$ cat src/rtl/read_block_scheduler_if.sv
// read_block_scheduler_if
//   Bundles the scheduler's control inputs and status outputs.
//   master : frame controller side (drives enable/frame_start/block_done/out_ready)
//   slave  : scheduler side (drives read_req/rd_bank/line_cnt/pending/status)
interface read_block_scheduler_if;
  logic        enable;
  logic        frame_start;
  logic        block_done;
  logic        out_ready;
  logic        read_req;
  logic        rd_bank;
  logic [15:0] line_cnt;
  logic [1:0]  pending;
  logic        busy;
  logic        frame_done;
  logic        overflow_err;
  logic        timeout_err;

  modport master (
    output enable, frame_start, block_done, out_ready,
    input  read_req, rd_bank, line_cnt, pending, busy, frame_done,
           overflow_err, timeout_err
  );

  modport slave (
    input  enable, frame_start, block_done, out_ready,
    output read_req, rd_bank, line_cnt, pending, busy, frame_done,
           overflow_err, timeout_err
  );
endinterface

$ cat src/rtl/read_block_scheduler.sv
// read_block_scheduler
//   Paces line read bursts out of a two-bank reorder buffer. Each written
//   block (block_done) becomes pending; when downstream is ready the
//   scheduler consumes one, waits a gap, then raises read_req for exactly
//   BLOCK_LEN cycles, alternating rd_bank per line, until LINES_PER_FRAME
//   lines have been read.
// Ports
//   clk      : clock (shared with the reorder read port)
//   sync_rst : asynchronous active-high reset
//   bus      : read_block_scheduler_if.slave
//              in : enable, frame_start, block_done, out_ready
//              out: read_req, rd_bank, line_cnt[15:0], pending[1:0], busy,
//                   frame_done, overflow_err, timeout_err
// Build option
//   RD_SCHED_WATCHDOG_EN : when defined, a stall in ARM longer than
//   TIMEOUT_CYCLES sets timeout_err and returns to IDLE. When undefined,
//   timeout_err is tied low and ARM waits indefinitely.
module read_block_scheduler #(
  parameter int unsigned BLOCK_LEN       = 256,
  parameter int unsigned GAP_CYCLES      = 4,
  parameter int unsigned LINES_PER_FRAME = 3072,
  parameter int unsigned TIMEOUT_CYCLES  = 65535
) (
  input  logic                 clk,
  input  logic                 sync_rst,
  read_block_scheduler_if.slave bus
);

  typedef enum logic [2:0] {IDLE, ARM, GAP, READ, ENDL} state_t;

  localparam logic [15:0] READ_LAST = 16'(BLOCK_LEN - 1);
  localparam logic [15:0] GAP_LAST  = 16'(GAP_CYCLES);
  localparam logic [15:0] LPF       = 16'(LINES_PER_FRAME);

  state_t      state;
  logic [15:0] cnt;          // shared GAP / READ cycle counter
  logic        stop_req;     // enable dropped mid-line: finish line, then IDLE
  logic        read_req_q;
  logic        rd_bank_q;
  logic [15:0] line_cnt_q;
  logic [1:0]  pending_q;
  logic        frame_done_q;
  logic        overflow_q;
  logic        timeout_q;
  logic        consume;
  logic [15:0] line_nxt;

  // A block is consumed only on the ARM cycle that actually launches a line;
  // enable low in ARM takes priority and aborts to IDLE instead.
  assign consume  = (state == ARM) && bus.enable && (pending_q != 2'd0) && bus.out_ready;
  assign line_nxt = line_cnt_q + 16'd1;

`ifdef RD_SCHED_WATCHDOG_EN
  localparam logic [15:0] WD_LIMIT = 16'(TIMEOUT_CYCLES);
  logic [15:0] wd_cnt;
`endif

  always_ff @(posedge clk or posedge sync_rst) begin
    if (sync_rst) begin
      state        <= IDLE;
      cnt          <= '0;
      stop_req     <= 1'b0;
      read_req_q   <= 1'b0;
      rd_bank_q    <= 1'b0;
      line_cnt_q   <= '0;
      pending_q    <= '0;
      frame_done_q <= 1'b0;
      overflow_q   <= 1'b0;
      timeout_q    <= 1'b0;
`ifdef RD_SCHED_WATCHDOG_EN
      wd_cnt       <= '0;
`endif
    end else begin
      frame_done_q <= 1'b0;

      // Block bookkeeping runs only inside a frame; IDLE ignores block_done.
      // Write and consume in the same cycle cancel out.
      if (state != IDLE) begin
        if (bus.block_done && !consume) begin
          if (pending_q == 2'd2) overflow_q <= 1'b1;
          else                   pending_q  <= pending_q + 2'd1;
        end else if (!bus.block_done && consume) begin
          pending_q <= pending_q - 2'd1;
        end
      end

      if ((state == GAP || state == READ) && !bus.enable) stop_req <= 1'b1;

`ifdef RD_SCHED_WATCHDOG_EN
      if (state != ARM) wd_cnt <= '0;
`endif

      case (state)
        IDLE: begin
          if (bus.enable && bus.frame_start) begin
            line_cnt_q <= '0;
            pending_q  <= '0;
            rd_bank_q  <= 1'b0;
            stop_req   <= 1'b0;
            state      <= ARM;
          end
        end
        ARM: begin
          if (!bus.enable) begin
            state <= IDLE;
          end else if (consume) begin
            cnt   <= '0;
            state <= GAP;
          end
`ifdef RD_SCHED_WATCHDOG_EN
          else if (wd_cnt == WD_LIMIT) begin
            timeout_q <= 1'b1;
            state     <= IDLE;
          end else begin
            wd_cnt <= wd_cnt + 16'd1;
          end
`endif
        end
        // The consume edge itself counts as the first GAP cycle, so read_req
        // rises GAP_CYCLES+1 edges after the ARM decision.
        GAP: begin
          if (cnt == GAP_LAST) begin
            cnt        <= '0;
            read_req_q <= 1'b1;
            state      <= READ;
          end else begin
            cnt <= cnt + 16'd1;
          end
        end
        READ: begin
          if (cnt == READ_LAST) begin
            cnt        <= '0;
            read_req_q <= 1'b0;
            state      <= ENDL;
          end else begin
            cnt <= cnt + 16'd1;
          end
        end
        ENDL: begin
          line_cnt_q <= line_nxt;
          rd_bank_q  <= ~rd_bank_q;
          stop_req   <= 1'b0;
          if (stop_req || !bus.enable) begin
            state <= IDLE;
          end else if (line_nxt == LPF) begin
            frame_done_q <= 1'b1;
            state        <= IDLE;
          end else begin
            state <= ARM;
          end
        end
        default: state <= IDLE;
      endcase
    end
  end

  assign bus.read_req     = read_req_q;
  assign bus.rd_bank      = rd_bank_q;
  assign bus.line_cnt     = line_cnt_q;
  assign bus.pending      = pending_q;
  assign bus.busy         = (state != IDLE);
  assign bus.frame_done   = frame_done_q;
  assign bus.overflow_err = overflow_q;
  assign bus.timeout_err  = timeout_q;

endmodule

$ cat src/flat_wrapper.sv
// flat-port wrapper written by rule: the top's interface ports become plain ports
module read_block_scheduler_flat 
#(
  parameter int unsigned BLOCK_LEN       = 256,
  parameter int unsigned GAP_CYCLES      = 4,
  parameter int unsigned LINES_PER_FRAME = 3072,
  parameter int unsigned TIMEOUT_CYCLES  = 65535
)
  (clk, sync_rst, bus_enable, bus_frame_start, bus_block_done, bus_out_ready, bus_read_req, bus_rd_bank, bus_line_cnt, bus_pending, bus_busy, bus_frame_done, bus_overflow_err, bus_timeout_err);
  read_block_scheduler_if bus_i ();
  input  logic clk;
  input  logic sync_rst;
  input wire logic [$bits(bus_i.enable)-1:0] bus_enable;
  input wire logic [$bits(bus_i.frame_start)-1:0] bus_frame_start;
  input wire logic [$bits(bus_i.block_done)-1:0] bus_block_done;
  input wire logic [$bits(bus_i.out_ready)-1:0] bus_out_ready;
  output wire logic [$bits(bus_i.read_req)-1:0] bus_read_req;
  output wire logic [$bits(bus_i.rd_bank)-1:0] bus_rd_bank;
  output wire logic [$bits(bus_i.line_cnt)-1:0] bus_line_cnt;
  output wire logic [$bits(bus_i.pending)-1:0] bus_pending;
  output wire logic [$bits(bus_i.busy)-1:0] bus_busy;
  output wire logic [$bits(bus_i.frame_done)-1:0] bus_frame_done;
  output wire logic [$bits(bus_i.overflow_err)-1:0] bus_overflow_err;
  output wire logic [$bits(bus_i.timeout_err)-1:0] bus_timeout_err;
  assign bus_i.enable = bus_enable;
  assign bus_i.frame_start = bus_frame_start;
  assign bus_i.block_done = bus_block_done;
  assign bus_i.out_ready = bus_out_ready;
  assign bus_read_req = bus_i.read_req;
  assign bus_rd_bank = bus_i.rd_bank;
  assign bus_line_cnt = bus_i.line_cnt;
  assign bus_pending = bus_i.pending;
  assign bus_busy = bus_i.busy;
  assign bus_frame_done = bus_i.frame_done;
  assign bus_overflow_err = bus_i.overflow_err;
  assign bus_timeout_err = bus_i.timeout_err;
  read_block_scheduler #(.BLOCK_LEN(BLOCK_LEN), .GAP_CYCLES(GAP_CYCLES), .LINES_PER_FRAME(LINES_PER_FRAME), .TIMEOUT_CYCLES(TIMEOUT_CYCLES)) u_core (.clk(clk), .sync_rst(sync_rst), .bus(bus_i));
endmodule
$ cat config.mk
export PLATFORM = sky130hd
export DESIGN_NAME = read_block_scheduler_flat
export DESIGN_NICKNAME = d
export VERILOG_FILES = /design/src/rtl/read_block_scheduler_if.sv /design/src/rtl/read_block_scheduler.sv /design/src/flat_wrapper.sv
export SDC_FILE = /design/constraint.sdc
export NUM_CORES = 1
export LEC_CHECK = 0
export CAP_MARGIN = 15
export CORE_MARGIN = 5
export CORE_UTILIZATION = 48
export CTS_CLUSTER_DIAMETER = 100
export DETAILED_ROUTE_END_ITERATION = 10
export MAX_ROUTING_LAYER = met4
export PLACE_DENSITY = 0.7
export SLEW_MARGIN = 5
export SYNTH_ARGS = -nofsm -noshare
export SYNTH_HDL_FRONTEND = slang
export SYNTH_SLANG_ARGS = --single-unit
$ cat constraint.sdc
create_clock -name clk -period 2.5 [get_ports clk]
set_input_delay 0.5 -clock clk [delete_from_list [all_inputs] [get_ports clk]]
set_output_delay 0.5 -clock clk [all_outputs]
set_load 0.01 [all_outputs]
==> metrics <==
status finished clean; die footprint 0.00711 mm^2; Synth Flop Type dfrtp_1; Peak supply drop 0.259 mV; Required @ worst endpoint 2.00 ns; Syn Std Cell Area 0.00265 mm^2; commonest non-fill, non-tap cell in the layout o21ai_0; most frequent cells in the layout o21ai_0 (43), dfrtp_1 (42), nand2_1 (36); power per standard cell area 439 mW/mm^2; Final period util 90.2%; hpwl dp 4.36 mm; total number of vias 2414; H-tree depth 2; Post-Synthesis Cells 313; Reg power frac 52.0%; fraction of layout instances using a drive strength above 1 9.36%; I/O pin count 30; iteration count of the initial detailed-routing pass 4; Crit. End Element output port; Least-Margin Pin Slew around 0.58 ns; CTS root buf clkbuf_8; highest clock rate 0.443 GHz; IO buf count 28; HP Class flop to flop; Synth warnings 1; unrepaired setup endpoints after global routing no; Fillers ~510; number of CTS-inserted buffers 5; Switching Share 23.7%; register bit total from synthesis 42; clock share of power 37.4%; Sink Count 42; post-synthesis sequential area ratio between 30% and 40%; initial antenna violation count 0; Core ar. roughly 0.0054 mm^2; combinational fraction of design power between 10% and 20%; worst relative slew slack around 61%; Hold Fails Final Rpt 0; final wirelength 6.18 mm; drt drc 0; Post-CTS Setup Bufs 0; routability cong. 0.806; Crit Path Class flop to output port; post-layout util 57.3%; Max Fanout on Critical Path 11; first-pass GRT wire length between 10 and 15 mm; MaxCap Viol Count 0; LEAKAGE about 1.3 nW; Worst Setup Start Kind flop; Max Transition Viols Final 0; antenna-violating nets left 0; vias in the first global route between 2000 and 2500; post-layout minimum cycle time 2.26 ns; die span in y 84.3 um; Clk pin slew, worst setup/hold paths around 0.08 ns; Fin Setup TNS 0 ns; Yosys cell types 56; Synth Net Count 325; total gr overflow 0; Starting Density between 40% and 50%; FFs w/ async S/R, synth 100%; internal cell power 1.04 mW; DR iter-0 viols about 120; Final Skew 0.0152 ns; hold_buf cts 0; GRT Total Usage 18.8%; syn_area_per_cell 8.47 um^2; Place WS 0.301 ns; final worst slack 0.244 ns; largest net degree at the start of global routing 43; Longest Clk Path Bufs 2; number of diodes 0; drt wl/cell about 15 um; Post-CTS Resized 0; routed vias/inst about 5.8; WP data arrival 1.76 ns; NumNets Final between 300 and 400; number of synthesized flops with an enable pin 0; P_sw around 0.32 mW; Final setup viols 0; clk_lat worst skew 0.30 ns; Final Cell Area 0.00312 mm^2; Die X 84.3 um; Syn-to-layout area delta 17.6%; CTS tree yes; Placement Cell Area roughly 0.003 mm^2; FP Rows 27
## critical path, cell delays in order, from the launching register on
cell and delay [ns]:
dfrtp_1 0.50, or3_1 0.45, clkdlybuf4s50_1 0.52
## layout make-up
class,instances,area [um^2],share of cell area (%)
multi-input cells,242,1470,47.1
flip-flops and latches,42,1050,33.7
repair buffers,37,348,11.2
clock buffers,8,110,3.53
well taps,72,90.1,2.89
inverters,13,48.8,1.57
## cells by family (layout without fill, tap and decap cells)
group / count (synthesis) / count (layout) / synth area share, %
fa+ha+maj: 6 / 6 / 2.83
mux: 1 / 1 / 0.519
simple gates: 132 / 132 / 27.5
buf+inv: 29 / 58 / 4.91
compound gates: 95 / 95 / 22.1
xor+xnor: 7 / 7 / 2.31
other cells: 1 / 1 / 0.142
flops: 42 / 42 / 39.7
## per-layer routing
| layer | global-route usage, % | part of all wire [%] |
|---|---|---|
| met2 | 30.5 | 49 |
| met5 | - | 0 |
| met1 | 24.3 | 47 |
| met4 | 5.26 | 1.1 |
| met3 | 3.24 | 3.1 |
## cell usage after synthesis, types with 4 or more instances
cell | instances | area [um^2]
o21ai_0 | 43 | 215
dfrtp_1 | 42 | 1050
nand2_1 | 36 | 135
nor2_1 | 20 | 75.1
nand3_1 | 18 | 90.1
a21oi_1 | 17 | 85.1
inv_1 | 13 | 48.8
clkbuf_1 | 8 | 30.0
or3_1 | 8 | 50.1
nor3_1 | 7 | 35.0
a31oi_1 | 6 | 37.5
ha_1 | 6 | 75.1
nor4_1 | 6 | 37.5
a21o_1 | 5 | 37.5
and3_1 | 5 | 31.3
buf_2 | 5 | 25.0
nand4_1 | 5 | 31.3
nand2b_1 | 4 | 25.0
xor2_1 | 4 | 35.0
## through the flow
step                instances  hold WS, ns  total power, mW
floorplan                 313        0.455            0.814
global placement          406        0.455            0.865
detailed placement        406        0.467            0.872
CTS                       414        0.484             1.38
global route              414        0.517             1.42
finish                    414        0.475             1.37
## path summary, 6_finish.rpt
path	start	end	slack, ns	depth (start not counted)
max	u_core.state[1]	bus_busy	0.24	2
min	u_core.bus.overflow_err	u_core.bus.overflow_err	0.47	1
max reg2reg	u_core.bus.line_cnt[4]	u_core.state[0]	0.34	6
min reg2reg	u_core.bus.overflow_err	u_core.bus.overflow_err	0.47	1
max in group asynchronous	sync_rst	u_core.bus.line_cnt[3]	1.48	3
min in group asynchronous	sync_rst	u_core.bus.line_cnt[15]	0.62	3
## flip-flops by register name (all words and copies together), names as in the netlist
| signal | cells |
|---|---|
| u_core.bus.line_cnt | 16 |
| u_core.cnt | 16 |
| u_core.state | 3 |
| u_core.bus.pending | 2 |
| u_core.bus.frame_done | 1 |
| u_core.bus.overflow_err | 1 |
| u_core.bus.rd_bank | 1 |
| u_core.bus.read_req | 1 |
| u_core.stop_req | 1 |
## power by group through the flow
stage          sequential (mW)  combinational, mW  clock (mW)
3_3_place_gp             0.723              0.142           0
6_report                 0.711              0.145       0.512
5_1_grt                  0.715              0.159       0.551
3_5_place_dp             0.725              0.147           0
4_1_cts                  0.711              0.148       0.521
2_1_floorplan            0.726             0.0874           0
Note: power is estimated with default switching activity, not from simulation.
